### config.mk
export PLATFORM = sky130hd
export DESIGN_NAME = decode_pipe_flat
export DESIGN_NICKNAME = d
export VERILOG_FILES = /design/src/rtl/decode_pipe_if.sv /design/src/rtl/decode_pipe.sv /design/src/flat_wrapper.sv
export SDC_FILE = /design/constraint.sdc
export NUM_CORES = 1
export LEC_CHECK = 0
export CAP_MARGIN = 30
export CORE_MARGIN = 5
export CORE_UTILIZATION = 37
export CTS_BUF_LIST = sky130_fd_sc_hd__clkbuf_4 sky130_fd_sc_hd__clkbuf_8 sky130_fd_sc_hd__clkbuf_16
export DETAILED_ROUTE_END_ITERATION = 16
export SYNTH_ARGS = -nofsm -noshare
export SYNTH_HDL_FRONTEND = slang
export SYNTH_SLANG_ARGS = --single-unit
### constraint.sdc
create_clock -name clk -period 1.7 [get_ports clk]
set_clock_uncertainty 0.2 [all_clocks]
set_input_delay 0.425 -clock clk [delete_from_list [all_inputs] [get_ports clk]]
set_output_delay 0.425 -clock clk [all_outputs]
set_load 0.01 [all_outputs]
### src/rtl/decode_pipe_if.sv
// Fetch/writeback/execute-facing bundle of the decode stage.
// The slave modport is the decode stage's view; master is the surrounding datapath.
interface decode_pipe_if #(
    parameter int DATA_W = 16
);
    logic              if_valid;
    logic [15:0]       if_instr;
    logic [DATA_W-1:0] if_pc2;
    logic              if_ready;
    logic              ex_ready;
    logic              flush;
    logic              wb_en;
    logic [2:0]        wb_reg;
    logic [DATA_W-1:0] wb_data;
    logic              id_valid;
    logic [15:0]       id_instr;
    logic [DATA_W-1:0] id_pc2;
    logic [DATA_W-1:0] id_rdata1;
    logic [DATA_W-1:0] id_rdata2;
    logic [DATA_W-1:0] id_imm5;
    logic [DATA_W-1:0] id_imm8;
    logic [DATA_W-1:0] id_imm11;
    logic [2:0]        id_wreg;
    logic              id_wen;
    logic [21:0]       id_ctrl;
    logic              id_halt;

    modport slave (
        input  if_valid, if_instr, if_pc2, ex_ready, flush, wb_en, wb_reg, wb_data,
        output if_ready, id_valid, id_instr, id_pc2, id_rdata1, id_rdata2,
               id_imm5, id_imm8, id_imm11, id_wreg, id_wen, id_ctrl, id_halt
    );

    modport master (
        output if_valid, if_instr, if_pc2, ex_ready, flush, wb_en, wb_reg, wb_data,
        input  if_ready, id_valid, id_instr, id_pc2, id_rdata1, id_rdata2,
               id_imm5, id_imm8, id_imm11, id_wreg, id_wen, id_ctrl, id_halt
    );
endinterface

### src/rtl/decode_pipe.sv
// WISC decode stage: register file, instruction decode, ID/EX register; 1-cycle accept-to-output.
// Backpressure: if_ready drops on ex_ready low with a live slot, load-use hazard, flush or halt.
module decode_pipe #(
    parameter int DATA_W    = 16,
    parameter int BYPASS    = 1,
    parameter int HAZARD_EN = 1
) (
    input  logic         clk,
    input  logic         rst,
    decode_pipe_if.slave bus
);
    typedef struct packed {
        logic [2:0] rd_src;
        logic [2:0] a_src1;
        logic [2:0] a_src2;
        logic [2:0] op;
        logic       mem_en;
        logic       mem_wr;
        logic       branch;
        logic       jump;
        logic       exception;
        logic       cin;
        logic       inv_a;
        logic       inv_b;
        logic       sign;
        logic       dump;
    } ctrl_t;

    localparam logic [2:0] RD_MEM   = 3'd1, RD_PC2 = 3'd2, RD_FLAG = 3'd5;
    localparam logic [2:0] RD_CARRY = 3'd6, RD_REV = 3'd7;
    localparam logic [2:0] A1_PC2   = 3'd2, A1_ZERO = 3'd3, A1_RS_SHL8 = 3'd4;
    localparam logic [2:0] A2_IMM5  = 3'd1, A2_IMM8 = 3'd2, A2_IMM11 = 3'd3;
    localparam logic [2:0] OP_ADD   = 3'd0, OP_AND = 3'd1, OP_OR = 3'd2, OP_XOR = 3'd3;

    logic [DATA_W-1:0] rf_q [8];
    logic [DATA_W-1:0] rf_d [8];
    logic              valid_q, valid_d, halt_q, halt_d, wen_q, wen_d;
    logic [15:0]       instr_q, instr_d;
    logic [DATA_W-1:0] pc2_q, pc2_d, rdata1_q, rdata1_d, rdata2_q, rdata2_d;
    logic [DATA_W-1:0] imm5_q, imm5_d, imm8_q, imm8_d, imm11_q, imm11_d;
    logic [2:0]        wreg_q, wreg_d;
    ctrl_t             ctrl_q, ctrl_d;

    ctrl_t             dec_c;
    logic              dec_wen;
    logic [1:0]        dec_rdst;
    logic [2:0]        dec_wreg, rs, rt;
    logic [DATA_W-1:0] rd1, rd2;
    logic              hazard, if_ready, accept;

    assign rs = bus.if_instr[10:8];
    assign rt = bus.if_instr[7:5];

    always_comb begin
        rd1 = rf_q[rs];
        rd2 = rf_q[rt];
        if (BYPASS != 0 && bus.wb_en && bus.wb_reg == rs) rd1 = bus.wb_data;
        if (BYPASS != 0 && bus.wb_en && bus.wb_reg == rt) rd2 = bus.wb_data;
    end

    always_comb begin
        dec_c      = '0;
        dec_c.sign = 1'b1;
        dec_c.op   = OP_ADD;
        dec_wen    = 1'b0;
        dec_rdst   = 2'd0;
        casez (bus.if_instr[15:11])
            5'b00000: dec_c.dump = 1'b1;
            5'b00001: ;
            5'b00010: dec_c.exception = 1'b1;
            5'b00011: dec_c.jump = 1'b1;
            5'b001??: begin
                // bit 11 selects register-relative (JR/JALR), bit 12 selects link
                dec_c.jump   = 1'b1;
                dec_c.a_src1 = bus.if_instr[11] ? 3'd0 : A1_PC2;
                dec_c.a_src2 = bus.if_instr[11] ? A2_IMM8 : A2_IMM11;
                if (bus.if_instr[12]) begin
                    dec_c.rd_src = RD_PC2;
                    dec_wen      = 1'b1;
                    dec_rdst     = 2'd3;
                end
            end
            5'b0100?: begin
                dec_c.a_src2 = A2_IMM5;
                dec_c.inv_a  = bus.if_instr[11];
                dec_c.cin    = bus.if_instr[11];
                dec_wen      = 1'b1;
                dec_rdst     = 2'd1;
            end
            5'b01010: begin
                dec_c.a_src2 = A2_IMM5;
                dec_c.op     = OP_XOR;
                dec_c.sign   = 1'b0;
                dec_wen      = 1'b1;
                dec_rdst     = 2'd1;
            end
            5'b01011: begin
                dec_c.a_src2 = A2_IMM5;
                dec_c.op     = OP_AND;
                dec_c.inv_b  = 1'b1;
                dec_c.sign   = 1'b0;
                dec_wen      = 1'b1;
                dec_rdst     = 2'd1;
            end
            5'b011??: begin
                dec_c.branch = 1'b1;
                dec_c.a_src1 = A1_PC2;
                dec_c.a_src2 = A2_IMM8;
            end
            5'b10000: begin
                dec_c.mem_en = 1'b1;
                dec_c.mem_wr = 1'b1;
                dec_c.a_src2 = A2_IMM5;
            end
            5'b10001: begin
                dec_c.mem_en = 1'b1;
                dec_c.a_src2 = A2_IMM5;
                dec_c.rd_src = RD_MEM;
                dec_wen      = 1'b1;
                dec_rdst     = 2'd1;
            end
            5'b10010: begin
                dec_c.a_src1 = A1_RS_SHL8;
                dec_c.a_src2 = A2_IMM8;
                dec_c.op     = OP_OR;
                dec_c.sign   = 1'b0;
                dec_wen      = 1'b1;
                dec_rdst     = 2'd2;
            end
            5'b10011: begin
                dec_c.mem_en = 1'b1;
                dec_c.mem_wr = 1'b1;
                dec_c.a_src2 = A2_IMM5;
                dec_wen      = 1'b1;
                dec_rdst     = 2'd2;
            end
            5'b101??: begin
                dec_c.op     = {1'b1, bus.if_instr[12:11]};
                dec_c.a_src2 = A2_IMM5;
                dec_wen      = 1'b1;
                dec_rdst     = 2'd1;
            end
            5'b11000: begin
                dec_c.a_src1 = A1_ZERO;
                dec_c.a_src2 = A2_IMM8;
                dec_wen      = 1'b1;
                dec_rdst     = 2'd2;
            end
            5'b11001: begin
                dec_c.rd_src = RD_REV;
                dec_wen      = 1'b1;
            end
            5'b11010: begin
                dec_c.op = {1'b1, bus.if_instr[1:0]};
                dec_wen  = 1'b1;
            end
            5'b11011: begin
                dec_wen = 1'b1;
                case (bus.if_instr[1:0])
                    2'b00: dec_c.op = OP_ADD;
                    2'b01: begin dec_c.inv_a = 1'b1; dec_c.cin = 1'b1; end
                    2'b10: dec_c.op = OP_XOR;
                    default: begin dec_c.op = OP_AND; dec_c.inv_b = 1'b1; end
                endcase
            end
            5'b111??: begin
                // SEQ/SLT/SLE compare via rs - rt; SCO takes the carry of rs + rt
                dec_c.rd_src = (bus.if_instr[12:11] == 2'b11) ? RD_CARRY : RD_FLAG;
                dec_c.inv_b  = (bus.if_instr[12:11] != 2'b11);
                dec_c.cin    = (bus.if_instr[12:11] != 2'b11);
                dec_wen      = 1'b1;
            end
            default: dec_c.exception = 1'b1;
        endcase
    end

    always_comb begin
        case (dec_rdst)
            2'd0:    dec_wreg = bus.if_instr[4:2];
            2'd1:    dec_wreg = bus.if_instr[7:5];
            2'd2:    dec_wreg = bus.if_instr[10:8];
            default: dec_wreg = 3'd7;
        endcase
    end

    // Conservative: both source fields compared whether or not the instruction reads them
    assign hazard = (HAZARD_EN != 0) && valid_q && ctrl_q.mem_en && !ctrl_q.mem_wr && wen_q &&
                    bus.if_valid && (wreg_q == rs || wreg_q == rt);
    assign if_ready = (bus.ex_ready || !valid_q) && !hazard && !bus.flush && !halt_q;
    assign accept   = bus.if_valid && if_ready;

    always_comb begin
        rf_d = rf_q;
        if (bus.wb_en) rf_d[bus.wb_reg] = bus.wb_data;
        valid_d  = valid_q;
        instr_d  = instr_q;
        pc2_d    = pc2_q;
        rdata1_d = rdata1_q;
        rdata2_d = rdata2_q;
        imm5_d   = imm5_q;
        imm8_d   = imm8_q;
        imm11_d  = imm11_q;
        wreg_d   = wreg_q;
        wen_d    = wen_q;
        ctrl_d   = ctrl_q;
        halt_d   = halt_q || (accept && dec_c.dump);
        if (bus.flush) begin
            valid_d = 1'b0;
        end else if (hazard && bus.ex_ready) begin
            valid_d = 1'b0;
        end else if (accept) begin
            valid_d  = 1'b1;
            instr_d  = bus.if_instr;
            pc2_d    = bus.if_pc2;
            rdata1_d = rd1;
            rdata2_d = rd2;
            imm5_d   = dec_c.sign ? {{(DATA_W-5){bus.if_instr[4]}}, bus.if_instr[4:0]}
                                  : {{(DATA_W-5){1'b0}}, bus.if_instr[4:0]};
            imm8_d   = dec_c.sign ? {{(DATA_W-8){bus.if_instr[7]}}, bus.if_instr[7:0]}
                                  : {{(DATA_W-8){1'b0}}, bus.if_instr[7:0]};
            imm11_d  = dec_c.sign ? {{(DATA_W-11){bus.if_instr[10]}}, bus.if_instr[10:0]}
                                  : {{(DATA_W-11){1'b0}}, bus.if_instr[10:0]};
            wreg_d   = dec_wreg;
            wen_d    = dec_wen;
            ctrl_d   = dec_c;
        end else if (bus.ex_ready) begin
            valid_d = 1'b0;
        end
    end

    always_ff @(posedge clk or negedge rst) begin
        if (!rst) begin
            for (int i = 0; i < 8; i++) rf_q[i] <= '0;
            valid_q  <= 1'b0;
            halt_q   <= 1'b0;
            instr_q  <= '0;
            pc2_q    <= '0;
            rdata1_q <= '0;
            rdata2_q <= '0;
            imm5_q   <= '0;
            imm8_q   <= '0;
            imm11_q  <= '0;
            wreg_q   <= '0;
            wen_q    <= 1'b0;
            ctrl_q   <= '0;
        end else begin
            rf_q     <= rf_d;
            valid_q  <= valid_d;
            halt_q   <= halt_d;
            instr_q  <= instr_d;
            pc2_q    <= pc2_d;
            rdata1_q <= rdata1_d;
            rdata2_q <= rdata2_d;
            imm5_q   <= imm5_d;
            imm8_q   <= imm8_d;
            imm11_q  <= imm11_d;
            wreg_q   <= wreg_d;
            wen_q    <= wen_d;
            ctrl_q   <= ctrl_d;
        end
    end

    assign bus.if_ready  = if_ready;
    assign bus.id_valid  = valid_q;
    assign bus.id_instr  = instr_q;
    assign bus.id_pc2    = pc2_q;
    assign bus.id_rdata1 = rdata1_q;
    assign bus.id_rdata2 = rdata2_q;
    assign bus.id_imm5   = imm5_q;
    assign bus.id_imm8   = imm8_q;
    assign bus.id_imm11  = imm11_q;
    assign bus.id_wreg   = wreg_q;
    assign bus.id_wen    = wen_q;
    assign bus.id_ctrl   = ctrl_q;
    assign bus.id_halt   = halt_q;
endmodule

### src/flat_wrapper.sv
// flat-port wrapper written by rule: the top's interface ports become plain ports
module decode_pipe_flat 
#(
    parameter int DATA_W    = 16,
    parameter int BYPASS    = 1,
    parameter int HAZARD_EN = 1
)
  (clk, rst, bus_if_valid, bus_if_instr, bus_if_pc2, bus_ex_ready, bus_flush, bus_wb_en, bus_wb_reg, bus_wb_data, bus_if_ready, bus_id_valid, bus_id_instr, bus_id_pc2, bus_id_rdata1, bus_id_rdata2, bus_id_imm5, bus_id_imm8, bus_id_imm11, bus_id_wreg, bus_id_wen, bus_id_ctrl, bus_id_halt);
  decode_pipe_if #(.DATA_W(DATA_W)) bus_i ();
  input  logic clk;
  input  logic rst;
  input wire logic [$bits(bus_i.if_valid)-1:0] bus_if_valid;
  input wire logic [$bits(bus_i.if_instr)-1:0] bus_if_instr;
  input wire logic [$bits(bus_i.if_pc2)-1:0] bus_if_pc2;
  input wire logic [$bits(bus_i.ex_ready)-1:0] bus_ex_ready;
  input wire logic [$bits(bus_i.flush)-1:0] bus_flush;
  input wire logic [$bits(bus_i.wb_en)-1:0] bus_wb_en;
  input wire logic [$bits(bus_i.wb_reg)-1:0] bus_wb_reg;
  input wire logic [$bits(bus_i.wb_data)-1:0] bus_wb_data;
  output wire logic [$bits(bus_i.if_ready)-1:0] bus_if_ready;
  output wire logic [$bits(bus_i.id_valid)-1:0] bus_id_valid;
  output wire logic [$bits(bus_i.id_instr)-1:0] bus_id_instr;
  output wire logic [$bits(bus_i.id_pc2)-1:0] bus_id_pc2;
  output wire logic [$bits(bus_i.id_rdata1)-1:0] bus_id_rdata1;
  output wire logic [$bits(bus_i.id_rdata2)-1:0] bus_id_rdata2;
  output wire logic [$bits(bus_i.id_imm5)-1:0] bus_id_imm5;
  output wire logic [$bits(bus_i.id_imm8)-1:0] bus_id_imm8;
  output wire logic [$bits(bus_i.id_imm11)-1:0] bus_id_imm11;
  output wire logic [$bits(bus_i.id_wreg)-1:0] bus_id_wreg;
  output wire logic [$bits(bus_i.id_wen)-1:0] bus_id_wen;
  output wire logic [$bits(bus_i.id_ctrl)-1:0] bus_id_ctrl;
  output wire logic [$bits(bus_i.id_halt)-1:0] bus_id_halt;
  assign bus_i.if_valid = bus_if_valid;
  assign bus_i.if_instr = bus_if_instr;
  assign bus_i.if_pc2 = bus_if_pc2;
  assign bus_i.ex_ready = bus_ex_ready;
  assign bus_i.flush = bus_flush;
  assign bus_i.wb_en = bus_wb_en;
  assign bus_i.wb_reg = bus_wb_reg;
  assign bus_i.wb_data = bus_wb_data;
  assign bus_if_ready = bus_i.if_ready;
  assign bus_id_valid = bus_i.id_valid;
  assign bus_id_instr = bus_i.id_instr;
  assign bus_id_pc2 = bus_i.id_pc2;
  assign bus_id_rdata1 = bus_i.id_rdata1;
  assign bus_id_rdata2 = bus_i.id_rdata2;
  assign bus_id_imm5 = bus_i.id_imm5;
  assign bus_id_imm8 = bus_i.id_imm8;
  assign bus_id_imm11 = bus_i.id_imm11;
  assign bus_id_wreg = bus_i.id_wreg;
  assign bus_id_wen = bus_i.id_wen;
  assign bus_id_ctrl = bus_i.id_ctrl;
  assign bus_id_halt = bus_i.id_halt;
  decode_pipe #(.DATA_W(DATA_W), .BYPASS(BYPASS), .HAZARD_EN(HAZARD_EN)) u_core (.clk(clk), .rst(rst), .bus(bus_i));
endmodule
==> results.ini <==
[power]
p_comb_share_pct = 32.5
p_per_area_mw_per_mm2 = 1140
p_sw_share_pct = 27.7
power_switching_uw = 5440
power.total_uw = 19600
intPower_uw = 14200
ir_worst_vdd_mv = 0.808
pwr-share-seq_pct = 37.2
power_leakage_uw = 0.00799
clockPowerShare_pct = 30.3

[floorplan]
core-area_mm2 = 0.0316
rows = 65
die_y_um = 189
dieArea_mm2 = 0.0356
fp.dieW_um = 189
io-pin-count = 198
initial_core_util_pct = 37.4

[clock_tree]
htreeDepth = 1
cts_tree = done
clkSinkCount = 222
clock_path_buffers = 3
clock-root-buffer = clkbuf_16
clk_pin_slew_worst_paths_ps = 60
cts_inserted_buffers = 26
insertion_delay_ps = 540

[yosys]
synth-edff-count = 0
synth-seq-cells = 222
synth_nets = 945
synth_warnings = 0
ys_types = 53
async_flop_share_pct = 100
synth_area_mm2 = 0.0118
ys.flop_type = dfrtp_1
yosysSeqAreaShare_pct = 47.0
syn_inst = 888
avgSynthCellArea_um2 = 13.3

[critical_path]
startpoint_type = flop
r2r_end = u_core.bus.id_pc2[4]$_DFFE_PN0P_
timing.rr.start = u_core.bus.id_ctrl[8]$_DFFE_PN0P_
ff2ff_path_depth = 9
path_max_fanout = 2
rrSetupSlack_ps = -520
crit_type = reg -> out
required_ps = 1070
crit_path_end_kind = primary output
worst-endpoint-arrival_ps = 1750

[route]
firstDrtPassIters = 5
vias = 8642
avgViaCountPerCell = 5.29
drt.antenna.violating_nets = 0
wire_per_inst_um = 21.8
route.detailed.drc = 0
wl_um = 35600
drt_iter0_drc = 514

[cells_and_area]
nets = 1268
n_fill_cell = 2595
multi_input_area_mm2 = 0.00584
fin_area_mm2 = 0.0172
layout_common_cells = dfrtp_1 (218), buf_6 (135), buf_4 (123)
fin_util_pct = 54.6
syn2layout_area_growth_pct = 45.9
drive_gt1_share_pct = 56.1
final_common_cell = dfrtp_1
num_antenna_cells = 0
seq_area_mm2 = 0.00556

[timing]
finalHoldViolCount = 0
worst_slew_pin_slew_ps = 660
fmax_mhz = 420
finalSetupViolations = 162
setup_tns_ps = -45350
fin_ws_ps = -679
drv_slew = 0
rsz0062_at_grt = true
fin_crit_sh_pct = 140
layout_min_cycle_time_ps = 2380
relSlewSlack_pct = 55.5

[grt]
grt_max_degree = 46
grtUsageTotal_pct = 19.3
first_global_vias = 9128
antenna_found_initial = 0
grt_overflow = 0
grt_pass1_wl_um = 54500

[placement]
routabilityCongestion = 0.810
placedInstanceArea_mm2 = 0.0148
hpwlAfterDp_um = 22200
dp_slack_ps = -1090
port-buffer-count = 196

[status]
violations = setup timing
status = finished with violations

[hold_path]
min_path_type = in -> async

[flow_run]
max_cap_violations = 0

[area by class of cell]
| class | count | area share [%] |
|---|---|---|
| clock buffers | 40 | 4.60 |
| clock inverters | 8 | 0.733 |
| multi-input cells | 521 | 33.9 |
| repair buffers | 425 | 25.3 |
| well taps | 402 | 2.92 |
| inverters | 15 | 0.327 |
| flip-flops and latches | 222 | 32.3 |
[power by group through the flow]
stage          combinational [uW]  clock (uW)  sequential [uW]
6_report                     6380        5930             7300
5_1_grt                      6800        6310             7440
4_1_cts                      5880        6060             7250
3_5_place_dp                 5450           0             7360
3_3_place_gp                 5380           0             7310
2_1_floorplan                3070           0             7390
[Yosys cell counts, types with 13 or more instances]
| library cell | n | share of area [%] |
|---|---|---|
| clkbuf_1 | 20 | 0.64 |
| buf_4 | 53 | 3.4 |
| mux2i_1 | 24 | 2.0 |
| buf_2 | 39 | 1.7 |
| a32o_1 | 32 | 2.7 |
| dfrtp_1 | 222 | 47 |
| mux2_1 | 27 | 2.6 |
| mux4_2 | 64 | 12 |
| nand2_1 | 59 | 1.9 |
| mux2_2 | 149 | 14 |
| nor2b_1 | 13 | 0.69 |
| inv_1 | 14 | 0.44 |
| o21a_1 | 33 | 2.1 |
| nand3_1 | 21 | 0.89 |
[per-layer routing]
layer | routed length [um] | GRT usage (%)
met1 | 15600 | 25.8
met2 | 17800 | 33.7
met3 | 1750 | 3.13
met4 | 479 | 3.53
met5 | 0 | 0
[worst max-delay path by stage]
stage	start	to	depth (start not counted)
after floorplan	bus_if_instr[5]	u_core.bus.id_rdata2[10]$_DFFE_PN0P_	6
after global placement	bus_if_instr[6]	bus_if_ready	6
after detailed placement	bus_if_instr[6]	bus_if_ready	6
after CTS	u_core.bus.id_ctrl[8]$_DFFE_PN0P_	bus_if_ready	5
after global routing	u_core.bus.id_ctrl[8]$_DFFE_PN0P_	bus_if_ready	5
final	u_core.bus.id_ctrl[8]$_DFFE_PN0P_	bus_if_ready	5
[worst max-delay path: stages (launching register included)]
cell,delay (ps)
dfrtp_1,370
and4b_1,300
nand4_1,170
a21oi_2,180
nor4_2,50
buf_2,140
[cells by family after synthesis]
| logic type | synth area share (%) |
|---|---|
| buf+inv | 7.53 |
| flops | 47.0 |
| other cells | 0.0318 |
| simple gates | 6.55 |
| mux | 31.0 |
| compound gates | 6.94 |
| xor+xnor | 0.890 |
[state kept, by name, indices dropped and copies added, names as in the netlist]
signal                count
u_core.bus.id_wreg        3
u_core.bus.id_wen         1
u_core.bus.id_imm8        1
u_core.bus.id_rdata2     16
u_core.bus.id_halt        1
u_core.bus.id_ctrl       21
u_core.bus.id_instr      16
u_core.bus.id_imm5        1
u_core.rf_q             128
u_core.bus.id_rdata1     16
u_core.bus.id_pc2        16
u_core.bus.id_imm11       1
u_core.bus.id_valid       1
[per-stage QoR]
step | hold WS [ps] | cells
after floorplan | -70.6 | 888
after CTS | 94.8 | 1596
final | 118 | 1633
after global routing | 108 | 1633
after detailed placement | 83.6 | 1470
after global placement | 83.7 | 1470
[timing repair]
| action | CTS | global route |
|---|---|---|
| hold buffers | 1 | 0 |
| buffers inserted | 67 | 54 |
| endpoints found under the hold margin | 222 | 0 |
| gates cloned | 12 | 0 |
| pin swaps | 9 | 10 |
| gates resized for setup | 732 | 100 |
| setup endpoints to repair | 335 | 239 |
(Power assumes the default switching activity.)
